[src/rtl/write_back_if.sv]
// -----------------------------------------------------------------------------
// write_back_if
// Bundles every non-clock/reset signal of the write_back sequencer.
//   slave  : the write_back block itself.
//   master : the surrounding pipeline / long-op units / register file.
// Signals:
//   pipe_write_enable/address/data  single-cycle pipeline result
//   long_valid/ready/address/data   multi-cycle result handshake into the FIFO
//   read_address_a/b, pending_a/b   hazard lookup against queued writes
//   stall_request                   ask the pipeline to freeze so the FIFO drains
//   write_enable/address/data       register file write port (registered)
// -----------------------------------------------------------------------------
interface write_back_if;
   logic        pipe_write_enable;
   logic [4:0]  pipe_write_address;
   logic [31:0] pipe_write_data;

   logic        long_valid;
   logic        long_ready;
   logic [4:0]  long_address;
   logic [31:0] long_data;

   logic [4:0]  read_address_a;
   logic [4:0]  read_address_b;
   logic        pending_a;
   logic        pending_b;

   logic        stall_request;

   logic        write_enable;
   logic [4:0]  write_address;
   logic [31:0] write_data;

   modport slave (
      input  pipe_write_enable, pipe_write_address, pipe_write_data,
      input  long_valid, long_address, long_data,
      output long_ready,
      input  read_address_a, read_address_b,
      output pending_a, pending_b,
      output stall_request,
      output write_enable, write_address, write_data
   );

   modport master (
      output pipe_write_enable, pipe_write_address, pipe_write_data,
      output long_valid, long_address, long_data,
      input  long_ready,
      output read_address_a, read_address_b,
      input  pending_a, pending_b,
      input  stall_request,
      input  write_enable, write_address, write_data
   );
endinterface

[src/rtl/write_back.sv]
// -----------------------------------------------------------------------------
// write_back
// Write-port sequencer for the 32x32 register file. Pipeline results win the
// single write port; multi-cycle results are buffered in a DEPTH-entry FIFO and
// drain in cycles the pipeline leaves free. A pipeline write kills older queued
// writes to the same register so the newer value survives.
//
// Parameters:
//   DEPTH         FIFO entries (power of two, 2..8)
//   STARVE_LIMIT  consecutive pipeline-won cycles before a stall is requested
// Ports:
//   clk  system clock (posedge)
//   rst  asynchronous active-high reset
//   wb   write_back_if.slave, see the interface file for the signal list
// Configuration macro:
//   WRITE_BACK_STARVE_GUARD_EN  builds the STALL state and starvation counter;
//   without it stall_request is 0 and the FIFO drains only in idle cycles.
// -----------------------------------------------------------------------------
module write_back #(
   parameter int DEPTH        = 2,
   parameter int STARVE_LIMIT = 4
) (
   input  logic        clk,
   input  logic        rst,
   write_back_if.slave wb
);
   localparam int PTR_W = (DEPTH > 1) ? $clog2(DEPTH) : 1;
   localparam int CNT_W = PTR_W + 1;

   // Elaboration-time guard against unusable parameter values.
   if (DEPTH < 2 || DEPTH > 8 || (DEPTH & (DEPTH - 1)) != 0 || STARVE_LIMIT < 1) begin : g_param_check
      $error("write_back: DEPTH must be a power of two in 2..8 and STARVE_LIMIT >= 1");
   end

   typedef enum logic [1:0] {
      ST_IDLE  = 2'd0,
      ST_WAIT  = 2'd1,
      ST_STALL = 2'd2
   } state_t;

   // FIFO storage: address/data need no reset, only the live bits do.
   logic [4:0]       fifo_addr_q [DEPTH];
   logic [31:0]      fifo_data_q [DEPTH];
   logic [DEPTH-1:0] fifo_live_q;
   logic [DEPTH-1:0] fifo_live_d;
   logic [PTR_W-1:0] wr_ptr_q;
   logic [PTR_W-1:0] rd_ptr_q;
   logic [CNT_W-1:0] count_q;
   logic [CNT_W-1:0] count_d;

   logic             write_enable_q;
   logic [4:0]       write_address_q;
   logic [31:0]      write_data_q;

   state_t           state_q;

   logic             full;
   logic             empty;
   logic             long_ready;
   logic             push;
   logic             pipe_win;
   logic             pop;
   logic [DEPTH-1:0] match_a;
   logic [DEPTH-1:0] match_b;

   assign full       = (count_q == CNT_W'(DEPTH));
   assign empty      = (count_q == '0);
   // No push-on-full even when a pop frees a slot this cycle.
   assign long_ready = !full && !rst;
   assign push       = wb.long_valid && long_ready;
   // A pipeline write to r0 is treated as no write at all.
   assign pipe_win   = wb.pipe_write_enable && (wb.pipe_write_address != 5'd0);
   assign pop        = !pipe_win && !empty;

   always_comb begin
      count_d = count_q;
      case ({push, pop})
         2'b10:   count_d = count_q + CNT_W'(1);
         2'b01:   count_d = count_q - CNT_W'(1);
         default: count_d = count_q;
      endcase
   end

   // Per-entry live bit and hazard match. A push never lands on an occupied
   // slot, so the push term cannot collide with the kill/pop terms of a valid
   // entry; the freshly pushed entry is therefore never killed in its own cycle.
   for (genvar gi = 0; gi < DEPTH; gi++) begin : g_entry
      always_comb begin
         fifo_live_d[gi] = fifo_live_q[gi];
         if (push && wr_ptr_q == PTR_W'(gi)) begin
            fifo_live_d[gi] = (wb.long_address != 5'd0);
         end else if (pop && rd_ptr_q == PTR_W'(gi)) begin
            fifo_live_d[gi] = 1'b0;
         end else if (pipe_win && fifo_addr_q[gi] == wb.pipe_write_address) begin
            fifo_live_d[gi] = 1'b0;
         end
      end
      assign match_a[gi] = fifo_live_q[gi] && (fifo_addr_q[gi] == wb.read_address_a);
      assign match_b[gi] = fifo_live_q[gi] && (fifo_addr_q[gi] == wb.read_address_b);
   end

   always_ff @(posedge clk) begin
      if (push) begin
         fifo_addr_q[wr_ptr_q] <= wb.long_address;
         fifo_data_q[wr_ptr_q] <= wb.long_data;
      end
   end

   always_ff @(posedge clk or posedge rst) begin
      if (rst) begin
         fifo_live_q <= '0;
         wr_ptr_q    <= '0;
         rd_ptr_q    <= '0;
         count_q     <= '0;
      end else begin
         fifo_live_q <= fifo_live_d;
         count_q     <= count_d;
         if (push) wr_ptr_q <= wr_ptr_q + PTR_W'(1);
         if (pop)  rd_ptr_q <= rd_ptr_q + PTR_W'(1);
      end
   end

   // Registered write port. A popped dead entry occupies the port for a cycle
   // with write_enable low.
   always_ff @(posedge clk or posedge rst) begin
      if (rst) begin
         write_enable_q  <= 1'b0;
         write_address_q <= '0;
         write_data_q    <= '0;
      end else if (pipe_win) begin
         write_enable_q  <= 1'b1;
         write_address_q <= wb.pipe_write_address;
         write_data_q    <= wb.pipe_write_data;
      end else if (pop) begin
         write_enable_q  <= fifo_live_q[rd_ptr_q];
         write_address_q <= fifo_addr_q[rd_ptr_q];
         write_data_q    <= fifo_data_q[rd_ptr_q];
      end else begin
         write_enable_q  <= 1'b0;
      end
   end

`ifdef WRITE_BACK_STARVE_GUARD_EN
   localparam int STARVE_W = $clog2(STARVE_LIMIT + 1);
   logic [STARVE_W-1:0] starve_q;
   logic                stall_q;

   // In WAIT every cycle is either a pop or a pipeline win, so counting wins
   // between pops is exactly the run of consecutive starved cycles.
   always_ff @(posedge clk or posedge rst) begin
      if (rst) begin
         state_q  <= ST_IDLE;
         starve_q <= '0;
         stall_q  <= 1'b0;
      end else begin
         case (state_q)
            ST_IDLE: begin
               starve_q <= '0;
               stall_q  <= 1'b0;
               if (push) state_q <= ST_WAIT;
            end
            ST_WAIT, ST_STALL: begin
               if (pop) begin
                  starve_q <= '0;
                  stall_q  <= 1'b0;
                  state_q  <= (count_d == '0) ? ST_IDLE : ST_WAIT;
               end else if (pipe_win && state_q == ST_WAIT) begin
                  if (starve_q == STARVE_W'(STARVE_LIMIT - 1)) begin
                     state_q  <= ST_STALL;
                     stall_q  <= 1'b1;
                     starve_q <= STARVE_W'(STARVE_LIMIT);
                  end else begin
                     starve_q <= starve_q + STARVE_W'(1);
                  end
               end
            end
            default: begin
               state_q  <= ST_IDLE;
               starve_q <= '0;
               stall_q  <= 1'b0;
            end
         endcase
      end
   end

   assign wb.stall_request = stall_q;
`else
   // Occupancy tracking only; the pipeline is never asked to stall.
   always_ff @(posedge clk or posedge rst) begin
      if (rst) begin
         state_q <= ST_IDLE;
      end else begin
         case (state_q)
            ST_IDLE: if (push) state_q <= ST_WAIT;
            ST_WAIT: if (pop && count_d == '0) state_q <= ST_IDLE;
            default: state_q <= ST_IDLE;
         endcase
      end
   end

   assign wb.stall_request = 1'b0;
`endif

   assign wb.long_ready    = long_ready;
   assign wb.write_enable  = write_enable_q;
   assign wb.write_address = write_address_q;
   assign wb.write_data    = write_data_q;

   assign wb.pending_a = (wb.read_address_a != 5'd0) &&
                         ((|match_a) || (write_enable_q && write_address_q == wb.read_address_a));
   assign wb.pending_b = (wb.read_address_b != 5'd0) &&
                         ((|match_b) || (write_enable_q && write_address_q == wb.read_address_b));
endmodule

[src/flat_wrapper.sv]
// flat-port wrapper written by rule: the top's interface ports become plain ports
module write_back_flat 
#(
   parameter int DEPTH        = 2,
   parameter int STARVE_LIMIT = 4
)
  (clk, rst, wb_pipe_write_enable, wb_pipe_write_address, wb_pipe_write_data, wb_long_valid, wb_long_address, wb_long_data, wb_long_ready, wb_read_address_a, wb_read_address_b, wb_pending_a, wb_pending_b, wb_stall_request, wb_write_enable, wb_write_address, wb_write_data);
  write_back_if wb_i ();
  input  logic clk;
  input  logic rst;
  input wire logic [$bits(wb_i.pipe_write_enable)-1:0] wb_pipe_write_enable;
  input wire logic [$bits(wb_i.pipe_write_address)-1:0] wb_pipe_write_address;
  input wire logic [$bits(wb_i.pipe_write_data)-1:0] wb_pipe_write_data;
  input wire logic [$bits(wb_i.long_valid)-1:0] wb_long_valid;
  input wire logic [$bits(wb_i.long_address)-1:0] wb_long_address;
  input wire logic [$bits(wb_i.long_data)-1:0] wb_long_data;
  output wire logic [$bits(wb_i.long_ready)-1:0] wb_long_ready;
  input wire logic [$bits(wb_i.read_address_a)-1:0] wb_read_address_a;
  input wire logic [$bits(wb_i.read_address_b)-1:0] wb_read_address_b;
  output wire logic [$bits(wb_i.pending_a)-1:0] wb_pending_a;
  output wire logic [$bits(wb_i.pending_b)-1:0] wb_pending_b;
  output wire logic [$bits(wb_i.stall_request)-1:0] wb_stall_request;
  output wire logic [$bits(wb_i.write_enable)-1:0] wb_write_enable;
  output wire logic [$bits(wb_i.write_address)-1:0] wb_write_address;
  output wire logic [$bits(wb_i.write_data)-1:0] wb_write_data;
  assign wb_i.pipe_write_enable = wb_pipe_write_enable;
  assign wb_i.pipe_write_address = wb_pipe_write_address;
  assign wb_i.pipe_write_data = wb_pipe_write_data;
  assign wb_i.long_valid = wb_long_valid;
  assign wb_i.long_address = wb_long_address;
  assign wb_i.long_data = wb_long_data;
  assign wb_long_ready = wb_i.long_ready;
  assign wb_i.read_address_a = wb_read_address_a;
  assign wb_i.read_address_b = wb_read_address_b;
  assign wb_pending_a = wb_i.pending_a;
  assign wb_pending_b = wb_i.pending_b;
  assign wb_stall_request = wb_i.stall_request;
  assign wb_write_enable = wb_i.write_enable;
  assign wb_write_address = wb_i.write_address;
  assign wb_write_data = wb_i.write_data;
  write_back #(.DEPTH(DEPTH), .STARVE_LIMIT(STARVE_LIMIT)) u_core (.clk(clk), .rst(rst), .wb(wb_i));
endmodule
[config.mk]
export PLATFORM = sky130hd
export DESIGN_NAME = write_back_flat
export DESIGN_NICKNAME = d
export VERILOG_FILES = /design/src/rtl/write_back_if.sv /design/src/rtl/write_back.sv /design/src/flat_wrapper.sv
export SDC_FILE = /design/constraint.sdc
export NUM_CORES = 1
export LEC_CHECK = 0
export BUFFER_PORTS_ARGS = -buffer_cell sky130_fd_sc_hd__buf_4
export CAP_MARGIN = 20
export CORE_AREA = 3 3 103 105
export DETAILED_ROUTE_END_ITERATION = 8
export DIE_AREA = 0 0 106 108
export PLACE_DENSITY = 0.77
export SYNTH_ARGS = -nofsm -noshare
export SYNTH_HDL_FRONTEND = slang
export SYNTH_SLANG_ARGS = --single-unit
[constraint.sdc]
create_clock -name clk -period 2.6 [get_ports clk]
set_clock_uncertainty 0.05 [all_clocks]
set_input_delay 0.13 -clock clk [delete_from_list [all_inputs] [get_ports clk]]
set_output_delay 0.13 -clock clk [all_outputs]
set_load 0.005 [all_outputs]
Word-level counts from Yosys, hierarchy flattened:

Memories as Yosys holds them, arrays and structs flattened.
Cells that the tools add are included.

* bits in writable memories: 74
* register bits after elaboration: 44
* output and inout bits: 42
* bits of input ports: 88
* memories kept: 2

Memory list
* u_core.fifo_data_q: words 2, width 32, rd ports 1, clocked after memory_dff 0, wr ports 1, RTL line write_back.sv:43 `logic [31:0] fifo_data_q [DEPTH];`
* u_core.fifo_addr_q: words 2, width 5, rd ports 3, clocked after memory_dff 0, wr ports 1, RTL line write_back.sv:42 `logic [4:0] fifo_addr_q [DEPTH];`

* bitwise gates (word level): 2
* eq/ne operators: 11
* muxes and demuxes: 17
* magnitude comparators: 1
* reduce and logical (&&, ||, !) cells: 35
* add/subtract/negate cells: 4

Operator list (count)
* $mux 32: 2
* $eq 5x5->1: 8
* $reduce_bool 5->1: 4
* $logic_and 1x1->1: 18
* $mux 1: 12
* $mux 5: 2
* $reduce_bool 3->1: 2
* $eq 2x2->1 const B: 2
* $logic_not 1->1: 4
* $pmux 2 s2: 1
* $reduce_bool 2->1: 2
* $reduce_or 2->1: 2
* $add 1x1->1 const B: 2
* $add 2x1->2 const B: 1
* $eq 2x1->1 const B: 1
* $logic_not 2->1: 1
* $logic_or 1x1->1: 2
* $lt 1x2->1 const B: 1
* $not 1->1: 2
* $sub 2x1->2 const B: 1

Depth between registers and ports, before layout:

* word-level depth: 7
* mapped depth: 8
* gate-level depth less buffers: 7

Worst setup path after synthesis:

No wires, ideal clock.

* kind: reg-to-reg
* from: register u_core.count_q[1]
* to: memory u_core.fifo_addr_q[0][0] (enable)
* stages on the path, launching flop included: 4
* period minus slack after synthesis: 2367 ps
* library setup time: 391 ps
* slack: 233 ps
* arrival time: 1926 ps
* path through: dfrtp_1 -> nor2b_1 -> or4b_2 -> inv_1

* cells in the longest elaborated chain, start to end: 6

RTL lines
* start, declared: RTL line write_back.sv:48 `logic [CNT_W-1:0] count_q;`
* start signal, assigned: RTL line write_back.sv:117 `count_q <= count_d;`
* $eq 2x2->1: RTL line write_back.sv:66 `assign full = (count_q == CNT_W'(DEPTH));`
* $logic_not 1->1: RTL line write_back.sv:69 `assign long_ready = !full && !rst;`
* $logic_and 1x1->1: RTL line write_back.sv:69
* $logic_and 1x1->1: RTL line write_back.sv:70 `assign push = wb.long_valid && long_ready;`
* $mux 1: RTL line write_back.sv:103 `if (push) begin`
* $mux 1 (implied by the code): RTL line write_back.sv:104 `fifo_addr_q[wr_ptr_q] <= wb.long_address;`
* end, declared: RTL line write_back.sv:42

Every way passes these cells.

Worst setup path in the final report:

* from: input wb_pipe_write_address[4]
* to: register u_core.write_address_q[4] (netlist: u_core.wb.write_address[4])

* cells in the longest elaborated chain, start to end: 5
* elaborated cells on any way between the ends: 6
* classes of those cells: 1 x mux; 5 x reduce/logical

RTL lines
* start, declared: RTL line flat_wrapper.sv:12 `input wire logic [$bits(wb_i.pipe_write_address)-1:0] wb_pipe_write_address;`
* $reduce_bool 5->1: RTL line write_back.sv:72 `assign pipe_win = wb.pipe_write_enable && (wb.pipe_write_address != 5'd0);`
* $logic_and 1x1->1: RTL line write_back.sv:72
* $logic_not 1->1: RTL line write_back.sv:73 `assign pop = !pipe_win && !empty;`
* $logic_and 1x1->1: RTL line write_back.sv:73
* $reduce_bool 2->1 (no line)
* end signal, assigned: RTL line write_back.sv:132 `write_address_q <= wb.pipe_write_address;`
* end signal, assigned: RTL line write_back.sv:136 `write_address_q <= fifo_addr_q[rd_ptr_q];`
* end, declared: RTL line write_back.sv:52 `logic [4:0] write_address_q;`

Several ways; a longest one is shown, not always the timed one.
A chain may end at the register's enable or synchronous reset.

==> metrics.cfg <==
[clock_tree]
cts_inserted_buffers = 17
cts_tree = done
clk_latency_ns = 0.51
htreeDepth = 4
numClockSinks = 118
cts_root_buf = clkbuf_8
clk_pin_slew_worst_paths_ns = 0.06
cts_max_path_buffers = 2

[placement]
hpwl_mm = 8.29
port_buffers = 128
dp.cells = 653
gp_congestion = 0.841

[global_routing]
antenna_found_initial = 0
grt_use_total_pct = 26.3
grt_pass1_vias = 4402
grt_max_degree = 57
overflow = 0
grt_pass1_wl_mm = 22.9

[power_and_ir_drop]
power_density_mw_per_mm2 = 952
peakVddDrop_mv = 0.649
p_leak_nw = 3.18

[critical_path]
cp-startpoint = wb_pipe_write_address[4]
crit_arrival_ns = 2.84
critPathLaunchType = input pin
worstSetupEndpointType = flip-flop
crit_fanout = 56
path_cells = dlygate4sd3_1 > buf_4 > or3_1 > o31a_4 > buf_6 > a21oi_1 > a221o_1 > dlygate4sd3_1
cp_top_family = buffers and inverters
crit_buf_inv = 4
crit_type = in2reg
r2r_start = u_core.count_q[0]$_DFFE_PP0P_
required_ns = 2.99
critPathMostFrequentCell = dlygate4sd3_1
slowest_stage = dlygate4sd3_1
critPathMaxStageDelay_ns = 0.55

[finish]
diodes = 0
syn_to_final_growth_pct = 50.0
utilization_pct = 79.0
fillers = 557
fin_nets = 709
drive_above_1_share_pct = 28.0
final_cells = 766

[floorplanning]
die_y_um = 108
coreArea_sq_mm = 0.00973
rows = 36
io_pins = 130
start_util_pct = 52.7
die_w_um = 106
dieArea_sq_mm = 0.0114

[logic_synthesis]
synth_cell_types = 35
syn-cell-area_sq_mm = 0.00512
ys_seq_area_share_pct = 64.9
synth-seq-cells = 118
syn_inst = 404
syn_nets = 493
yosysWarnings = 0
synth_area_per_cell_sq_um = 12.7

[status]
outcome = complete, no violations

[sta]
finalHoldViolCount = 0
setup_viol = 0
timing.hold.ws_ns = 0.130
tns_ns = 0
tightest_slew_ns = 0.780
rsz0062_at_grt = no
relSlewSlack_pct = 48.0
fin_crit_sh_pct = 93.9
min_period_ns = 2.44
max_freq_mhz = 410
drv_slew = 0

[drt]
drtPass1Iterations = 5
via_count = 4202
antenna_left = 0
dr.first_iter.drc_count = 371
wirelength_mm = 14.7
viasPerCell = 5.49
wl_per_cell_um = 19.2
route.detailed.drc = 0

[min_path]
hold_path.class = in2reg
min-delay-start = wb_pipe_write_enable

[run]
maxCapViolations = 0

[stage by stage]
step | power [mW] | area (sq um) | setup slack, ns
detailed placement | 4.66 | 6240 | 0.499
finish | 7.32 | 7680 | 0.158
CTS | 7.23 | 7670 | 0.0636
global route | 7.67 | 7680 | 0.0766
floorplan | 3.82 | 5120 | 0.233
global placement | 4.60 | 6240 | 0.580
[final timing paths]
check	endpoint	slack, ns	cells after the start
worst max register to register	u_core.wb.write_address[2]$_DFFE_PP0P_	0.23	6
worst min register to register	u_core.wb.write_data[30]$_DFFE_PP0P_	0.42	1
worst min-delay path	u_core.wb.write_data[22]$_DFFE_PP0P_	0.13	4
max in group asynchronous	u_core.count_q[1]$_DFFE_PP0P_	1.54	4
worst max-delay path	u_core.wb.write_address[4]$_DFFE_PP0P_	0.16	8
min in group asynchronous	u_core.wb.write_data[13]$_DFFE_PP0P_	0.29	3
[cell type report]
type / instances / area (sq um) / area share, %
Sequential cell: 118 / 3320 / 43.3
Timing Repair Buffer: 220 / 1870 / 24.3
Multi-Input combinational cell: 260 / 1690 / 22.0
Clock buffer: 18 / 418 / 5.44
Clock inverter: 14 / 201 / 2.62
Tap cell: 133 / 166 / 2.17
Inverter: 3 / 11.3 / 0.147
[kinds of logic after synthesis]
family	Yosys count	share of synthesized area, %
and+or+nand+nor	109	10.3
muxes	22	4.30
DFF	118	64.9
buffers and inverters	26	2.54
xor gates and xnor gates	45	7.69
adders and majority gates	1	0.244
other	1	0.0732
AOI/OAI and AO/OA	82	9.99
[flip-flops by register name, summed over array words and instances (netlist names)]
signal,flops
u_core.fifo_live_q,2
u_core.wb.write_data,32
u_core.fifo_data_q,64
u_core.wr_ptr_q,1
u_core.wb.write_enable,1
u_core.fifo_addr_q,10
u_core.rd_ptr_q,1
u_core.wb.write_address,5
u_core.count_q,2
[placed cells by master, fill, tap and decap left out, drive strengths merged, types with 3 or more instances in the layout]
cell type    instances
buf                139
edfxtp              74
nor2                29
nand3                8
dlygate4sd3         81
mux2i               22
a21oi               39
nand2               41
o21ai               21
xnor2               13
dfrtp               44
clkbuf              18
clkinv               6
nand3b              10
or4                  3
xor2                32
bufinv               4
nor3                 3
inv                  3
a221o               16
clkinvlp             4
nor4                 6
[power by group]
| group | switching (mW) | total (mW) | leakage [nW] | internal [mW] |
|---|---|---|---|---|
| Clock | 0.852 | 2.42 | 0.290 | 1.57 |
| Sequential | 0.397 | 2.81 | 1.21 | 2.42 |
| Combinational | 1.04 | 2.09 | 1.69 | 1.05 |
| Total | 2.29 | 7.32 | 3.18 | 5.03 |
[tightest hold or removal path, delay by kind of cell]
family          cells  cell delay (ns)
compound gates      2             0.26
simple gates        1             0.09
buf+inv             1             0.14
[synthesized netlist by cell type]
cell type / count / share of area (%)
conb_1: 1 / 0.073
nor3_1: 2 / 0.20
and4_1: 2 / 0.34
buf_2: 2 / 0.20
dfrtp_1: 44 / 21
nor2b_1: 1 / 0.12
nand3b_1: 10 / 1.5
nand3_1: 8 / 0.78
xor2_1: 32 / 5.5
xnor2_1: 13 / 2.2
clkbuf_1: 15 / 1.1
or3_1: 1 / 0.12
or2_2: 1 / 0.12
and2_1: 2 / 0.24
o32ai_1: 2 / 0.34
buf_6: 3 / 0.66
buf_1: 1 / 0.073
a32oi_1: 2 / 0.34
mux2i_1: 22 / 4.3
nand4bb_1: 1 / 0.22
o21bai_1: 1 / 0.15
nor4_1: 6 / 0.73
inv_1: 3 / 0.22
buf_4: 2 / 0.29
or4b_2: 1 / 0.20
nand2_1: 41 / 3.0
edfxtp_1: 74 / 43
or4_1: 3 / 0.44
nor3_2: 1 / 0.20
o31a_1: 1 / 0.17
ha_1: 1 / 0.24
a221o_1: 16 / 3.1
nor2_1: 29 / 2.1
o21ai_0: 21 / 2.1
a21oi_1: 39 / 3.8
[repair_timing]
item / CTS / global route
endpoints found under the setup margin: 0 / 5
setup buffers: 0 / 0
hold buffers: 81 / 0
resized for setup: 0 / 3
hold endpoints to repair: 144 / 0
[metal layers]
| layer | part of all wire (%) | track usage (%) |
|---|---|---|
| met1 | 39 | 31.1 |
| met2 | 53 | 47.0 |
| met3 | 6.3 | 6.45 |
| met4 | 2.2 | 9.62 |
| met5 | 0 | 0 |
Note: power is estimated with default switching activity, not from simulation.
